File: config.mk
export PLATFORM = sky130hd
export DESIGN_NAME = dma_wr_arbiter
export DESIGN_NICKNAME = d
export VERILOG_FILES = /design/src/rtl/dma_wr_arbiter.sv
export SDC_FILE = /design/constraint.sdc
export NUM_CORES = 1
export LEC_CHECK = 0
export BUFFER_PORTS_ARGS = -buffer_cell sky130_fd_sc_hd__buf_2
export CAP_MARGIN = 20
export CORE_AREA = 5 5 157 159
export CTS_CLUSTER_SIZE = 12
export DETAILED_ROUTE_END_ITERATION = 8
export DIE_AREA = 0 0 162 164
export GPL_TIMING_DRIVEN = 0
export HOLD_SLACK_MARGIN = 0.15
export SYNTH_ARGS = -nofsm -noshare
export SYNTH_HDL_FRONTEND = slang
export SYNTH_SLANG_ARGS = --single-unit
File: constraint.sdc
create_clock -name aclk -period 6.5 [get_ports aclk]
set_clock_uncertainty 0.1 [all_clocks]
set_input_delay 1.3 -clock aclk [delete_from_list [all_inputs] [get_ports aclk]]
set_output_delay 1.3 -clock aclk [all_outputs]
set_load 0.02 [all_outputs]
File: src/rtl/dma_wr_arbiter.sv
// dma_wr_arbiter: shares one AXI4 write master between two DMA stream writers.
// AW is arbitrated per burst into a one-entry output register; W beats are steered
// in AW-grant order, and B responses are routed to the owner of the oldest burst.
// Build option: define DMA_ARB_FIXED_PRIO_EN for fixed priority (s0 always wins);
// the default build is round-robin.
module dma_wr_arbiter #(
  parameter int unsigned AXI_ID_WIDTH   = 6,
  parameter int unsigned AXI_ADDR_WIDTH = 32,
  parameter int unsigned AXI_DATA_WIDTH = 64,
  parameter int unsigned ORDER_DEPTH    = 4,
  parameter int unsigned B_DEPTH        = 8
) (
  input  logic                        aclk,
  input  logic                        aresetn,
  // writer 0
  input  logic [AXI_ID_WIDTH-1:0]     s0_axi_awid,
  input  logic [AXI_ADDR_WIDTH-1:0]   s0_axi_awaddr,
  input  logic [7:0]                  s0_axi_awlen,
  input  logic [2:0]                  s0_axi_awsize,
  input  logic [1:0]                  s0_axi_awburst,
  input  logic [3:0]                  s0_axi_awcache,
  input  logic                        s0_axi_awvalid,
  output logic                        s0_axi_awready,
  input  logic [AXI_DATA_WIDTH-1:0]   s0_axi_wdata,
  input  logic [AXI_DATA_WIDTH/8-1:0] s0_axi_wstrb,
  input  logic                        s0_axi_wlast,
  input  logic                        s0_axi_wvalid,
  output logic                        s0_axi_wready,
  output logic                        s0_axi_bvalid,
  input  logic                        s0_axi_bready,
  // writer 1
  input  logic [AXI_ID_WIDTH-1:0]     s1_axi_awid,
  input  logic [AXI_ADDR_WIDTH-1:0]   s1_axi_awaddr,
  input  logic [7:0]                  s1_axi_awlen,
  input  logic [2:0]                  s1_axi_awsize,
  input  logic [1:0]                  s1_axi_awburst,
  input  logic [3:0]                  s1_axi_awcache,
  input  logic                        s1_axi_awvalid,
  output logic                        s1_axi_awready,
  input  logic [AXI_DATA_WIDTH-1:0]   s1_axi_wdata,
  input  logic [AXI_DATA_WIDTH/8-1:0] s1_axi_wstrb,
  input  logic                        s1_axi_wlast,
  input  logic                        s1_axi_wvalid,
  output logic                        s1_axi_wready,
  output logic                        s1_axi_bvalid,
  input  logic                        s1_axi_bready,
  // merged master
  output logic [AXI_ID_WIDTH-1:0]     m_axi_awid,
  output logic [AXI_ADDR_WIDTH-1:0]   m_axi_awaddr,
  output logic [7:0]                  m_axi_awlen,
  output logic [2:0]                  m_axi_awsize,
  output logic [1:0]                  m_axi_awburst,
  output logic [3:0]                  m_axi_awcache,
  output logic                        m_axi_awvalid,
  input  logic                        m_axi_awready,
  output logic [AXI_DATA_WIDTH-1:0]   m_axi_wdata,
  output logic [AXI_DATA_WIDTH/8-1:0] m_axi_wstrb,
  output logic                        m_axi_wlast,
  output logic                        m_axi_wvalid,
  input  logic                        m_axi_wready,
  input  logic                        m_axi_bvalid,
  output logic                        m_axi_bready,
  // status
  output logic [$clog2(B_DEPTH):0]    sts_outstanding,
  output logic                        sts_orphan_b
);

  localparam int unsigned OP_W = $clog2(ORDER_DEPTH);
  localparam int unsigned BP_W = $clog2(B_DEPTH);
  localparam int unsigned OC_W = OP_W + 1;
  localparam int unsigned BC_W = BP_W + 1;

  // AW output register
  logic                      aw_valid_q;
  logic [AXI_ID_WIDTH-1:0]   aw_id_q;
  logic [AXI_ADDR_WIDTH-1:0] aw_addr_q;
  logic [7:0]                aw_len_q;
  logic [2:0]                aw_size_q;
  logic [1:0]                aw_burst_q;
  logic [3:0]                aw_cache_q;

  // W-order FIFO: one bit per granted burst (0 = s0, 1 = s1)
  logic [ORDER_DEPTH-1:0]    w_ord_q;
  logic [OP_W-1:0]           w_wr_q;
  logic [OP_W-1:0]           w_rd_q;
  logic [OC_W-1:0]           w_cnt_q;
  logic [OC_W-1:0]           w_cnt_d;

  // B-order FIFO
  logic [B_DEPTH-1:0]        b_ord_q;
  logic [BP_W-1:0]           b_wr_q;
  logic [BP_W-1:0]           b_rd_q;
  logic [BC_W-1:0]           b_cnt_q;
  logic [BC_W-1:0]           b_cnt_d;

  logic                      orphan_q;

  logic gnt0_c, gnt1_c;
  logic w_full_c, b_full_c, sel_ok_c, sel_c, sel_idx_c;
  logic w_head_c, w_empty_c, w_pop_c;
  logic b_head_c, b_empty_c, b_pop_c;

`ifdef DMA_ARB_FIXED_PRIO_EN
  // Fixed priority: s0 wins whenever it requests
  always_comb begin
    gnt0_c = s0_axi_awvalid;
    gnt1_c = s1_axi_awvalid & ~s0_axi_awvalid;
  end
`else
  logic rr_q;  // 1: s1 has priority on the next contested selection

  // Round-robin: on contention the writer not granted last time wins
  always_comb begin
    gnt0_c = s0_axi_awvalid;
    gnt1_c = s1_axi_awvalid;
    if (s0_axi_awvalid && s1_axi_awvalid) begin
      gnt0_c = ~rr_q;
      gnt1_c = rr_q;
    end
  end

  // Round-robin pointer flips priority to the writer just passed over
  always_ff @(posedge aclk or negedge aresetn) begin
    if (!aresetn) begin
      rr_q <= 1'b0;
    end else if (sel_c) begin
      rr_q <= ~sel_idx_c;
    end
  end
`endif

  // Selection needs an empty AW register and room in both ordering FIFOs
  assign w_full_c       = (w_cnt_q == OC_W'(ORDER_DEPTH));
  assign b_full_c       = (b_cnt_q == BC_W'(B_DEPTH));
  assign sel_ok_c       = ~aw_valid_q & ~w_full_c & ~b_full_c;
  assign sel_c          = sel_ok_c & (gnt0_c | gnt1_c);
  assign sel_idx_c      = gnt1_c;
  assign s0_axi_awready = sel_ok_c & gnt0_c;
  assign s1_axi_awready = sel_ok_c & gnt1_c;

  // AW register: load on selection, drain on master handshake
  always_ff @(posedge aclk or negedge aresetn) begin
    if (!aresetn) begin
      aw_valid_q <= 1'b0;
      aw_id_q    <= '0;
      aw_addr_q  <= '0;
      aw_len_q   <= '0;
      aw_size_q  <= '0;
      aw_burst_q <= '0;
      aw_cache_q <= '0;
    end else if (sel_c) begin
      aw_valid_q <= 1'b1;
      aw_id_q    <= sel_idx_c ? s1_axi_awid    : s0_axi_awid;
      aw_addr_q  <= sel_idx_c ? s1_axi_awaddr  : s0_axi_awaddr;
      aw_len_q   <= sel_idx_c ? s1_axi_awlen   : s0_axi_awlen;
      aw_size_q  <= sel_idx_c ? s1_axi_awsize  : s0_axi_awsize;
      aw_burst_q <= sel_idx_c ? s1_axi_awburst : s0_axi_awburst;
      aw_cache_q <= sel_idx_c ? s1_axi_awcache : s0_axi_awcache;
    end else if (m_axi_awready) begin
      aw_valid_q <= 1'b0;
    end
  end

  assign m_axi_awvalid = aw_valid_q;
  assign m_axi_awid    = aw_id_q;
  assign m_axi_awaddr  = aw_addr_q;
  assign m_axi_awlen   = aw_len_q;
  assign m_axi_awsize  = aw_size_q;
  assign m_axi_awburst = aw_burst_q;
  assign m_axi_awcache = aw_cache_q;

  // W steering from the head of the W-order FIFO
  assign w_empty_c     = (w_cnt_q == '0);
  assign w_head_c      = w_ord_q[w_rd_q];
  assign m_axi_wdata   = w_head_c ? s1_axi_wdata : s0_axi_wdata;
  assign m_axi_wstrb   = w_head_c ? s1_axi_wstrb : s0_axi_wstrb;
  assign m_axi_wlast   = w_head_c ? s1_axi_wlast : s0_axi_wlast;
  assign m_axi_wvalid  = ~w_empty_c & (w_head_c ? s1_axi_wvalid : s0_axi_wvalid);
  assign s0_axi_wready = ~w_empty_c & ~w_head_c & m_axi_wready;
  assign s1_axi_wready = ~w_empty_c &  w_head_c & m_axi_wready;
  assign w_pop_c       = m_axi_wvalid & m_axi_wready & m_axi_wlast;

  // B routing from the head of the B-order FIFO; empty FIFO swallows responses
  assign b_empty_c     = (b_cnt_q == '0);
  assign b_head_c      = b_ord_q[b_rd_q];
  assign s0_axi_bvalid = ~b_empty_c & ~b_head_c & m_axi_bvalid;
  assign s1_axi_bvalid = ~b_empty_c &  b_head_c & m_axi_bvalid;
  assign m_axi_bready  = b_empty_c | (b_head_c ? s1_axi_bready : s0_axi_bready);
  assign b_pop_c       = ~b_empty_c & m_axi_bvalid & m_axi_bready;

  // Occupancy next-state; simultaneous push and pop leave it unchanged
  always_comb begin
    w_cnt_d = w_cnt_q;
    b_cnt_d = b_cnt_q;
    case ({sel_c, w_pop_c})
      2'b10:   w_cnt_d = w_cnt_q + OC_W'(1);
      2'b01:   w_cnt_d = w_cnt_q - OC_W'(1);
      default: w_cnt_d = w_cnt_q;
    endcase
    case ({sel_c, b_pop_c})
      2'b10:   b_cnt_d = b_cnt_q + BC_W'(1);
      2'b01:   b_cnt_d = b_cnt_q - BC_W'(1);
      default: b_cnt_d = b_cnt_q;
    endcase
  end

  // W-order FIFO storage and pointers
  always_ff @(posedge aclk or negedge aresetn) begin
    if (!aresetn) begin
      w_ord_q <= '0;
      w_wr_q  <= '0;
      w_rd_q  <= '0;
      w_cnt_q <= '0;
    end else begin
      if (sel_c) begin
        w_ord_q[w_wr_q] <= sel_idx_c;
        w_wr_q          <= w_wr_q + OP_W'(1);
      end
      if (w_pop_c) begin
        w_rd_q <= w_rd_q + OP_W'(1);
      end
      w_cnt_q <= w_cnt_d;
    end
  end

  // B-order FIFO storage and pointers
  always_ff @(posedge aclk or negedge aresetn) begin
    if (!aresetn) begin
      b_ord_q <= '0;
      b_wr_q  <= '0;
      b_rd_q  <= '0;
      b_cnt_q <= '0;
    end else begin
      if (sel_c) begin
        b_ord_q[b_wr_q] <= sel_idx_c;
        b_wr_q          <= b_wr_q + BP_W'(1);
      end
      if (b_pop_c) begin
        b_rd_q <= b_rd_q + BP_W'(1);
      end
      b_cnt_q <= b_cnt_d;
    end
  end

  // Sticky flag for a B response arriving with nothing outstanding
  always_ff @(posedge aclk or negedge aresetn) begin
    if (!aresetn) begin
      orphan_q <= 1'b0;
    end else if (b_empty_c && m_axi_bvalid) begin
      orphan_q <= 1'b1;
    end
  end

  assign sts_outstanding = b_cnt_q;
  assign sts_orphan_b    = orphan_q;

endmodule

Yosys cells after proc, flatten, opt, wreduce, memory -nomap -nowiden. Index checks and enable logic that the tools add are counted.

Memories kept: 0. ROM bits: 0. Logic and storage cells: 102. Flip-flop bits (word level): 87. Latch bits: 0. Output and inout port bits: 142. Memory bits (writable): 0.

$lt $le $gt $ge: 6. Muxes and demuxes: 27. Bitwise operators: 29. Reduce and logical (&&, ||, !) cells: 9. Shift-type cells: 0. Equality and inequality tests: 6. $add $sub $neg: 8. $mul: 0. Divide/modulo/power cells: 0.

Operators by type and width (number): 64-bit two-way mux (1); 32-bit two-way mux (1); 1-bit AND (18); 8-bit two-way mux (2); 1-bit two-way mux (11); 3-bit by 1-bit adder with 3-bit output (second input constant) (3); 1-bit NOT (9); 8-bit bitwise mux (1); 3-bit by 4-bit < comparator with 1-bit output (second input constant) (2); 4-bit case mux with 2 select lines (1); 2-bit by 3-bit < comparator with 1-bit output (second input constant) (2); 6-bit two-way mux (1); 3-bit case mux with 2 select lines (1); 2-bit nonzero test (3); 2-bit by 1-bit adder with 2-bit output (second input constant) (2); 4-bit by 1-bit adder with 4-bit output (second input constant) (1); 4-bit bitwise mux (1); 2-bit by 1-bit equality test with 1-bit output (second input constant) (2); 2-bit equality test (second input constant) (2); 4-bit equality test (second input constant) (1); 1-bit logical AND (4); 4-bit logical NOT (1); 4-bit two-way mux (1); 4-bit by 1-bit subtractor with 4-bit output (second input constant) (1); other kinds (12) (13).

Logic depth before layout (Yosys ltp).
Depth after elaboration: 8. Mapped depth: 11. Gate-level depth less buffers: 11.

Least setup slack after synthesis. No wires, ideal clock.

Kind: input -> output. Start point: input port s0_axi_awvalid. End point: output port s0_axi_awready. Stages: 6. Path slack: 2.524 ns. Required time: 5.100 ns. Buffers on the path: 3. Data arrival time: 2.576 ns. Cell sequence: clkbuf_1 -> inv_1 -> o21ai_1 -> clkbuf_1 -> clkbuf_1 -> and3_1.

Cells in the longest elaborated chain, start to end: 3.

Ends and longest elaborated chain: start: declaration (line 22) `input logic s0_axi_awvalid,`; 1-bit logical AND (line 116) `if (s0_axi_awvalid && s1_axi_awvalid) begin`; 1-bit two-way mux (*) (line 116); 1-bit AND (*) (line 138) `assign s0_axi_awready = sel_ok_c & gnt0_c;`; end: declaration (line 23) `output logic s0_axi_awready,`.

Mark *: on every way between the ends. The rest lies on a longest branch, timed or not.

Worst setup path after layout. Ends and elaborated chain as after synthesis.

==> impl_metrics.ini <==
[pwr]
swShare_pct = 48.5
p_per_area_nw_per_um2 = 550
p_leak_nw = 3.94
ir_worst_vdd_mv = 0.192
p_int_w = 0.00220
p_seq_share_pct = 23.5
pwr-share-clk_pct = 11.8
p_comb_share_pct = 64.7
power_w = 0.00428
p_switching_w = 0.00208

[synthesis]
synth_top_family_by_area = multiplexers
synth_area_sq_um = 5060
synth_cells = 537
synthMuxAreaShare_pct = 21.3
postSynth.asyncResetShare_pct = 100
synth-seq-cells = 87
synth_area_leader_cell = dfrtp_1
yosysTopAreaCellShare_pct = 43.0
synth_area_per_cell_sq_um = 9.43
synth-simple-area-share_pct = 16.7
synth_edf_count = 0
synth_fa_ha_area_share_pct = 3.26
syn-num-nets = 816
synth_top_flop_cell = dfrtp_1
synth_area_leaders = dfrtp_1 (43%), mux2_2 (18%), nand2_1 (9.0%)
synth_seq_area_share_pct = 43.0
synth_cell_type_count = 38
yosysWarningCount = 0
synth-xor-area-share_pct = 2.42
synth_compound_area_share_pct = 9.17

[timing]
fin_setup_tns_ps = 0
setup_viol = 0
min_period_over_period_pct = 71.4
slew_headroom_pct = 50.3
max_freq_ghz = 0.215
rsz0062_at_grt = false
worstMarginPinSlew_ps = 745
min_period_ps = 4640
finalHoldViolCount = 0
slew_violations = 0

[critical_path]
cp_slowest_cell = clkbuf_1
worst_setup_path_start_kind = input port
cp-end-kind = output pin
path_common_cell = clkbuf_1
crit_fanout = 10
path_class = input port to output pin
path_buf_inv = 5
cp.required_ps = 5100
crit_family = buffers and inverters
max_stage_delay_ps = 480
crit_chain = clkbuf_1 > inv_1 > o21ai_1 > clkbuf_1 > clkbuf_1 > and3_1 > buf_2
cp.arrival_ps = 3240
r2r_setup_slack_ps = 3520

[placement]
gp_congestion = 0.842
io_buffer_count = 407
hpwl_um = 19100
dp.cells = 1235

[route]
num_vias = 5574
viasPerCell = 4.43
avgRoutedWirePerCell_um = 18.0
first_pass_iters = 4
wl_um = 22700
drtAntennaViolNets = 0
drc = 0
drt_iter0_drc = 203

[floorplan]
initial_core_util_pct = 21.9
die_h_um = 164
core-area_sq_um = 23100
rows = 56
die_x_um = 162
ioPinCount = 409
die-area_sq_um = 26600

[global_routing]
grt-ovfl-total = 0
grt_util_met3_pct = 4.47
track_usage_pct = 15.8
use_met1_pct = 18.1
gr-usage-met2_pct = 28.4
grt_first_pass_wirelength_um = 32000
grt_start_max_net_pins = 50
grt_pass1_vias = 5534
grt.busiest_layer = met2
antenna_found_initial = 12

[clocking]
cts_sinks = 87
cts_tree = yes
cts_hold_buf = 0
clock_path_buffers = 2
clkTransAtPathRegs_ps = 70
h-tree-depth = 3
cts-root-buf = clkbuf_16
numCtsBuffers = 9
postCtsSetupRepairBufs = 0
cts-resized-gates = 0
clock_latency_ps = 350

[outcome]
outcome = completed

[finish]
drive_above_1_share_pct = 54.5
final_nets = 1235
mostFrequentLayoutCell = buf_2
final_cell_mix = buf_2 (420), nand2_1 (122), dfrtp_1 (87)
final_cells = 1258
syn_to_final_growth_pct = 53.8

[run]
cap_viol_max_count = 0

[worst_hold_path]
holdCritPathClass = flop to flop
[registers in the layout, summed over array words and instances, names as in the netlist, 3 cells and up]
signal	count
m_axi_awaddr	32
b_ord_q	8
m_axi_awlen	8
m_axi_awid	6
m_axi_awcache	4
sts_outstanding	4
w_ord_q	4
b_rd_q	3
b_wr_q	3
m_axi_awsize	3
w_cnt_q	3
[routing by layer]
metal | up-vias | share of wire, %
li1 | 2692 | -
met1 | 2588 | 37
met2 | 265 | 52
met3 | 27 | 7.9
met4 | 2 | 2.6
met5 | - | 0.084
[synthesized netlist by cell type (2+ instances only)]
cell type / n
o21a_1: 2
a21oi_1: 3
mux4_1: 2
buf_1: 5
ha_1: 10
nor3_1: 3
inv_1: 12
dfrtp_1: 87
nand3_1: 9
a32o_1: 4
fa_1: 2
o21ai_0: 3
buf_2: 14
nand2_1: 122
mux2_4: 2
a31oi_1: 55
nor4b_1: 2
xnor2_1: 8
mux2_2: 81
xor2_1: 6
clkbuf_1: 20
nor2_1: 65
mux2i_1: 4
nand4b_1: 2
[metrics by stage]
step / hold WS [ps] / util (%) / area [sq um] / setup slack [ps]
after CTS: 392 / 33.6 / 7770 / 1780
final: 384 / 33.7 / 7790 / 1860
after global placement: 368 / 32.3 / 7460 / 1790
after global routing: 397 / 33.7 / 7780 / 1650
after floorplan: 353 / - / 5060 / 2520
after detailed placement: 373 / 32.4 / 7490 / 1780
[final timing paths]
check                          startpoint                  to  cells after the start
min in group asynchronous         aresetn    m_axi_awaddr[30]                      1
min                          sts_orphan_b        sts_orphan_b                      1
max reg2reg                     b_rd_q[0]  sts_outstanding[3]                     10
max                        s0_axi_awvalid      s0_axi_awready                      7
min reg2reg                  sts_orphan_b        sts_orphan_b                      1
max in group asynchronous         aresetn      m_axi_awlen[3]                      2
[layout make-up]
class                   instances  area (sq um)
fillers                      2464         15300
multi-input cells             398          2680
flip-flops and latches         87          2180
repair buffers                408          2070
well taps                     290           363
clock buffers                  10           229
plain buffers                  39           164
clock inverters                 6          50.0
inverters                      13          48.8
diodes                          7          17.5
[logic make-up after synthesis]
family,after synthesis
multiplexers,91
AND/OR/NAND/NOR,210
XOR/XNOR,14
AO/OA/AOI/OAI,71
buffers and inverters,52
flip-flops,87
adder cells (fa/ha/maj),12
[power by group through the flow]
stage	clock network [W]	registers [W]	logic (W)
after global routing	0.000545	0.00104	0.00301
after CTS	0.000520	0.00101	0.00282
after global placement	0	0.00101	0.00279
after floorplan	0	0.00122	0.00168
after detailed placement	0	0.00101	0.00281
final	0.000506	0.00100	0.00277
No activity file was read; power rests on OpenSTA's default activity.
